`src/rtl/dist_accum_if.sv`:
```
// Handshake bundle for dist_accum: input beats (x, c0..c3) and output distances (d0..d3).
// The master drives beats and accepts results; the slave is the engine itself.
interface dist_accum_if #(
  parameter int N = 16
);
  logic                in_valid;
  logic                in_ready;
  logic signed [N-1:0] x;
  logic signed [N-1:0] c0;
  logic signed [N-1:0] c1;
  logic signed [N-1:0] c2;
  logic signed [N-1:0] c3;
  logic                out_valid;
  logic                out_ready;
  logic signed [N-1:0] d0;
  logic signed [N-1:0] d1;
  logic signed [N-1:0] d2;
  logic signed [N-1:0] d3;

  modport master (
    output in_valid, x, c0, c1, c2, c3, out_ready,
    input  in_ready, out_valid, d0, d1, d2, d3
  );

  modport slave (
    input  in_valid, x, c0, c1, c2, c3, out_ready,
    output in_ready, out_valid, d0, d1, d2, d3
  );
endinterface

```
`src/rtl/dist_accum.sv`:
```
// Streaming squared-Euclidean distance engine: accumulates (x - c_k)^2 >> Q over LEN beats
// for four candidates and presents saturated distances on a valid/ready port.
module dist_accum #(
  parameter int N   = 16,
  parameter int Q   = 8,
  parameter int LEN = 4
) (
  input  logic         clk,
  input  logic         rst_n,
  input  logic         clr_i,
  dist_accum_if.slave  bus
);

  localparam int CW = (LEN > 1) ? $clog2(LEN) : 1;
  localparam int AW = 2*N + 2 + $clog2(LEN);
  localparam logic [CW-1:0] LAST = CW'(LEN - 1);
  localparam logic [AW-1:0] MAXV = AW'({1'b0, {(N-1){1'b1}}});

  typedef enum logic {ACCUM, HOLD} state_t;

  state_t              stateQ, stateD;
  logic [CW-1:0]       cntQ;
  logic [AW-1:0]       accQ [4];
  logic [N-1:0]        dQ   [4];

  logic signed [N-1:0]   cv   [4];
  logic signed [N:0]     diff [4];
  logic signed [2*N+1:0] sq   [4];
  logic [2*N+1:0]        sqU  [4];
  logic [AW-1:0]         term [4];
  logic [AW-1:0]         sum  [4];
  logic [N-1:0]          satV [4];
  logic                  accept;
  logic                  lastBeat;

  assign cv[0] = bus.c0;
  assign cv[1] = bus.c1;
  assign cv[2] = bus.c2;
  assign cv[3] = bus.c3;

  assign accept   = bus.in_valid && (stateQ == ACCUM);
  assign lastBeat = accept && (cntQ == LAST);

  // The difference needs N+1 bits; its square is non-negative, so it is reinterpreted as unsigned.
  always_comb begin
    for (int k = 0; k < 4; k++) begin
      diff[k] = {bus.x[N-1], bus.x} - {cv[k][N-1], cv[k]};
      sq[k]   = diff[k] * diff[k];
      sqU[k]  = $unsigned(sq[k]);
      term[k] = AW'(sqU[k] >> Q);
      sum[k]  = accQ[k] + term[k];
      satV[k] = (sum[k] > MAXV) ? MAXV[N-1:0] : sum[k][N-1:0];
    end
  end

  always_ff @(posedge clk or negedge rst_n) begin
    if (!rst_n) stateQ <= ACCUM;
    else        stateQ <= stateD;
  end

  always_comb begin
    stateD = stateQ;
    if (clr_i) begin
      stateD = ACCUM;
    end else begin
      case (stateQ)
        ACCUM:   if (lastBeat) stateD = HOLD;
        HOLD:    if (bus.out_ready) stateD = ACCUM;
        default: stateD = ACCUM;
      endcase
    end
  end

  always_comb begin
    bus.in_ready  = 1'b0;
    bus.out_valid = 1'b0;
    case (stateQ)
      ACCUM:   bus.in_ready  = 1'b1;
      HOLD:    bus.out_valid = 1'b1;
      default: bus.in_ready  = 1'b1;
    endcase
  end

  // Distances are only rewritten on a frame's final beat; clr leaves them alone.
  always_ff @(posedge clk or negedge rst_n) begin
    if (!rst_n) begin
      cntQ <= '0;
      for (int k = 0; k < 4; k++) begin
        accQ[k] <= '0;
        dQ[k]   <= '0;
      end
    end else if (clr_i) begin
      cntQ <= '0;
      for (int k = 0; k < 4; k++) accQ[k] <= '0;
    end else if (lastBeat) begin
      cntQ <= '0;
      for (int k = 0; k < 4; k++) begin
        accQ[k] <= '0;
        dQ[k]   <= satV[k];
      end
    end else if (accept) begin
      cntQ <= cntQ + CW'(1);
      for (int k = 0; k < 4; k++) accQ[k] <= sum[k];
    end
  end

  assign bus.d0 = dQ[0];
  assign bus.d1 = dQ[1];
  assign bus.d2 = dQ[2];
  assign bus.d3 = dQ[3];

endmodule

```
`src/flat_wrapper.sv`:
```
// flat-port wrapper written by rule: the top's interface ports become plain ports
module dist_accum_flat 
#(
  parameter int N   = 16,
  parameter int Q   = 8,
  parameter int LEN = 4
)
  (clk, rst_n, clr_i, bus_in_valid, bus_x, bus_c0, bus_c1, bus_c2, bus_c3, bus_out_ready, bus_in_ready, bus_out_valid, bus_d0, bus_d1, bus_d2, bus_d3);
  dist_accum_if #(.N(N)) bus_i ();
  input  logic clk;
  input  logic rst_n;
  input  logic clr_i;
  input wire logic [$bits(bus_i.in_valid)-1:0] bus_in_valid;
  input wire logic [$bits(bus_i.x)-1:0] bus_x;
  input wire logic [$bits(bus_i.c0)-1:0] bus_c0;
  input wire logic [$bits(bus_i.c1)-1:0] bus_c1;
  input wire logic [$bits(bus_i.c2)-1:0] bus_c2;
  input wire logic [$bits(bus_i.c3)-1:0] bus_c3;
  input wire logic [$bits(bus_i.out_ready)-1:0] bus_out_ready;
  output wire logic [$bits(bus_i.in_ready)-1:0] bus_in_ready;
  output wire logic [$bits(bus_i.out_valid)-1:0] bus_out_valid;
  output wire logic [$bits(bus_i.d0)-1:0] bus_d0;
  output wire logic [$bits(bus_i.d1)-1:0] bus_d1;
  output wire logic [$bits(bus_i.d2)-1:0] bus_d2;
  output wire logic [$bits(bus_i.d3)-1:0] bus_d3;
  assign bus_i.in_valid = bus_in_valid;
  assign bus_i.x = bus_x;
  assign bus_i.c0 = bus_c0;
  assign bus_i.c1 = bus_c1;
  assign bus_i.c2 = bus_c2;
  assign bus_i.c3 = bus_c3;
  assign bus_i.out_ready = bus_out_ready;
  assign bus_in_ready = bus_i.in_ready;
  assign bus_out_valid = bus_i.out_valid;
  assign bus_d0 = bus_i.d0;
  assign bus_d1 = bus_i.d1;
  assign bus_d2 = bus_i.d2;
  assign bus_d3 = bus_i.d3;
  dist_accum #(.N(N), .Q(Q), .LEN(LEN)) u_core (.clk(clk), .rst_n(rst_n), .clr_i(clr_i), .bus(bus_i));
endmodule
```
`config.mk`:
```
export PLATFORM = sky130hd
export DESIGN_NAME = dist_accum_flat
export DESIGN_NICKNAME = d
export VERILOG_FILES = /design/src/rtl/dist_accum_if.sv /design/src/rtl/dist_accum.sv /design/src/flat_wrapper.sv
export SDC_FILE = /design/constraint.sdc
export NUM_CORES = 2
export LEC_CHECK = 0
export ABC_AREA = 0
export CORE_ASPECT_RATIO = 0.6
export CORE_MARGIN = 3
export CORE_UTILIZATION = 50
export CTS_CLUSTER_SIZE = 24
export DETAILED_ROUTE_END_ITERATION = 10
export GPL_ROUTABILITY_DRIVEN = 1
export HOLD_SLACK_MARGIN = 0.15
export MAX_ROUTING_LAYER = met4
export PLACE_DENSITY_LB_ADDON = 0.3
export SLEW_MARGIN = 5
export SYNTH_ARGS = -nofsm -noshare
export SYNTH_HDL_FRONTEND = slang
export SYNTH_SLANG_ARGS = --single-unit
```
`constraint.sdc`:
```
create_clock -name clk -period 11.43 [get_ports clk]
set_clock_uncertainty 0.1 [all_clocks]
set_input_delay 2.286 -clock clk [delete_from_list [all_inputs] [get_ports clk]]
set_output_delay 2.286 -clock clk [all_outputs]
set_load 0.05 [all_outputs]
```
==> key figures <==
Outcome
  • Status: finished, violations left
  • Failing checks: setup timing

Die
  • Core area: around 0.11 mm²
  • Initial Utilization: 0.5074
  • IO Count: about 150
  • Die Y: between 200 and 300 µm
  • Die X-Extent: around 430 µm
  • DIE AREA: ~0.11 mm²
  • Std-Cell Rows: between 90 and 100

Logic synthesis
  • Synth Cell Area: between 0.05 and 0.06 mm²
  • Synth Area in Simple Gates: 0.1281
  • Multiplexer share of the synthesized area: 0.002441
  • EDFF count, synth: 0
  • Syn. warnings: 0
  • Synthesized-area fraction occupied by adder cells: 0.5118
  • Post-synth ARST share: 1.000
  • Ys flop type: dfrtp_1
  • Post-synthesis compound-gate area fraction: 0.1108
  • Sequential share of the synthesized area: 0.09627
  • Syn Nets: 7895
  • Largest family of logic cells by synthesized area: adder cells
  • Synth Instances: a little over 6000
  • Post-synthesis register bit count: ~210
  • Netlist cell types: 85
  • Avg Inst Size Synth: just under 9 µm²
  • Xor-xnor portion of the synthesized cell area: 0.03992

Placement
  • Dpl ws: -2.520 ns
  • Port buffer count: 150
  • Detailed Place HPWL: 139.1 mm
  • DP Area: ~0.068 mm²
  • Gpl congestion: about 0.97

STA
  • Slew headroom: 0.2949
  • Final cycle utilization of the critical path: 1.124
  • Max-slew violation count: 0
  • Setup_tns: -86.11 ns
  • Achievable Freq: ~78 MHz
  • Hold Fails Final Rpt: 0
  • Slew @ Worst Pin: roughly 1.1 ns
  • Unrepaired setup endpoints after global routing: true
  • Setup ws final: -1.413 ns
  • Setup-failing EPs final: 110
  • Crit path time final: ~13 ns

Setup path
  • Most used cell along the critical path: buf_4
  • Buffers plus inverters on the worst setup path: 11
  • CP Data Arrival Time: 13.25 ns
  • Worst Path Required: about 12 ns
  • Crit Path Category: primary input to flip-flop
  • Crit path capture type: flip-flop
  • Crit path max fanout: 8
  • Slowest stage delay, CP: between 0.6 and 0.7 ns
  • Slowest cell on crit path: clkdlybuf4s50_1
  • Crit path max-delay family: adder cells
  • Critical Path Start Type: primary input

Global routing
  • Initial antenna violation count: 1
  • Wire length of the first global-routing pass: around 270 mm
  • Largest net degree at the start of global routing: 88
  • Remaining Overflow, GRT: 0
  • GRT Util Overall: 0.3102
  • Vias in the first global route: 50870

Cells and area
  • Share of cells above drive strength 1: 0.2986
  • Final instance area: between 0.07 and 0.08 mm²
  • Final Util: 0.6885
  • Final nets: ~9500
  • P&R area growth vs syn: 35.69%

Flow run
  • Max-Cap Viols: 0

CTS
  • Cts bufs inserted: 26
  • Worst-Skew Late Latency: 0.64 ns
  • H-tree levels: 1
  • Hold-fix buffers, CTS: 0
  • CTS Sinks: about 210
  • CTS max path bufs: 3
  • Clock slew at reported path FFs: around 0.070 ns
  • CTS root buf: clkbuf_16
  • CTS tree: built

Routing
  • DRT Pass-1 Iters: 6
  • Vias: 48630
  • Routed WL: about 170 mm
  • Residual DRC: 0
  • Vias per inst: 5.268
  • Routed len/inst: ~18 µm
  • Drt first-iter violations: ~3300
  • Final ANT Viol Nets: 0

Worst hold path
  • Hold Crit Class: flip-flop to flip-flop
==> cell usage after synthesis (all sizes together), types with 68 or more instances <==
| cell type | instances | area share |
|---|---|---|
| a21o | 94 | 0.013 |
| a21oi | 267 | 0.025 |
| clkbuf | 170 | 0.012 |
| dfrtp | 211 | 0.096 |
| fa | 1084 | 0.40 |
| ha | 509 | 0.12 |
| inv | 1408 | 0.096 |
| nand2 | 555 | 0.038 |
| nor2 | 600 | 0.041 |
| nor3 | 68 | 0.0062 |
| o21ai | 256 | 0.023 |
| xnor2 | 169 | 0.027 |
| xor2 | 81 | 0.013 |
==> state kept, by name (all words and copies together) (netlist names) <==
| signal | cells |
|---|---|
| u_core.stateQ | 1 |
| u_core.cntQ | 2 |
| u_core.bus.d2 | 16 |
| u_core.bus.d0 | 16 |
| u_core.bus.d1 | 16 |
| u_core.accQ | 144 |
| u_core.bus.d3 | 16 |
==> worst register-to-register path, stage by stage, from the launching register on <==
cell	delay [ns]
dfrtp_1	0.40
ha_1	0.22
buf_4	0.14
a211oi_1	0.35
nor3_1	0.16
o21bai_1	0.29
buf_4	0.17
a2111oi_0	0.09
a311oi_1	0.28
buf_4	0.17
o2111ai_1	0.11
nor4_2	0.36
o2111ai_1	0.15
or4_4	0.51
nor4_4	0.27
buf_6	0.15
buf_12	0.14
a21oi_2	0.07
==> cells in the final DEF (no fill, tap or decap), types with 46 or more instances in the layout <==
cell type,n
a21o_1,90
a21oi_1,143
a21oi_2,106
buf_4,1461
buf_6,92
clkdlybuf4s50_1,131
dfrtp_1,211
fa_1,1042
ha_1,457
ha_4,49
inv_1,1345
inv_2,58
nand2_1,503
nand2b_1,60
nand3_1,57
nor2_1,534
nor2_2,46
nor3_1,50
o21ai_0,135
o21ai_1,87
xnor2_1,145
xor2_1,61
==> worst paths after layout <==
check	endpoint	slack (ns)	depth (start not counted)	from
setup / recovery	u_core.bus.d0[1]$_DFFE_PN0P_	-1.41	45	bus_x[8]
hold / removal	u_core.bus.d1[15]$_DFFE_PN0P_	0.38	1	u_core.bus.d1[15]$_DFFE_PN0P_
setup reg to reg	u_core.bus.d2[3]$_DFFE_PN0P_	7.14	17	u_core.accQ[36]$_DFFE_PN0P_
hold reg to reg	u_core.bus.d1[15]$_DFFE_PN0P_	0.38	1	u_core.bus.d1[15]$_DFFE_PN0P_
max in group asynchronous	u_core.bus.d3[2]$_DFFE_PN0P_	7.32	3	rst_n
min in group asynchronous	u_core.accQ[94]$_DFFE_PN0P_	1.59	1	rst_n
==> metal layers <==
layer / track usage / wire length (µm)
met5: - / 0
met4: 0.07310 / 5391
met3: 0.04898 / 12690
met2: 0.4464 / 74020
met1: 0.4601 / 78110
==> logic make-up after synthesis <==
logic type | after synthesis
muxes | 12
and+or+nand+nor | 1592
buffers and inverters | 1610
adders and majority gates | 1593
xor gates and xnor gates | 250
DFF | 211
AOI/OAI and AO/OA | 949
==> final cells by class <==
type,count,area [µm²]
Clock inverter,16,237.7
Multi-Input combinational cell,4396,47050
Inverter,1424,5399
Fill cell,8296,33680
Antenna cell,1,2.502
Timing Repair Buffer,1725,13960
Clock buffer,32,713.2
Tap cell,1425,1783
Sequential cell,211,5280
==> timing repair <==
| item | 4_1_cts | 5_1_grt |
|---|---|---|
| gates cloned | 4 | 0 |
| pin swaps | 211 | 313 |
| setup buffers | 130 | 89 |
| resized for setup | 519 | 417 |
| endpoints found under the setup margin | 150 | 158 |
==> stage by stage <==
step                      std cells  hold WS, ns
after floorplan                6217       0.3538
after global placement         8983       0.3688
after detailed placement       8983       0.3702
after CTS                      9160       0.3850
after global routing           9230       0.4054
final                          9230       0.3817
Power is left out: the tool's default activity adds up to more than one toggle a clock period on the data nets, which glitch-free logic cannot reach.
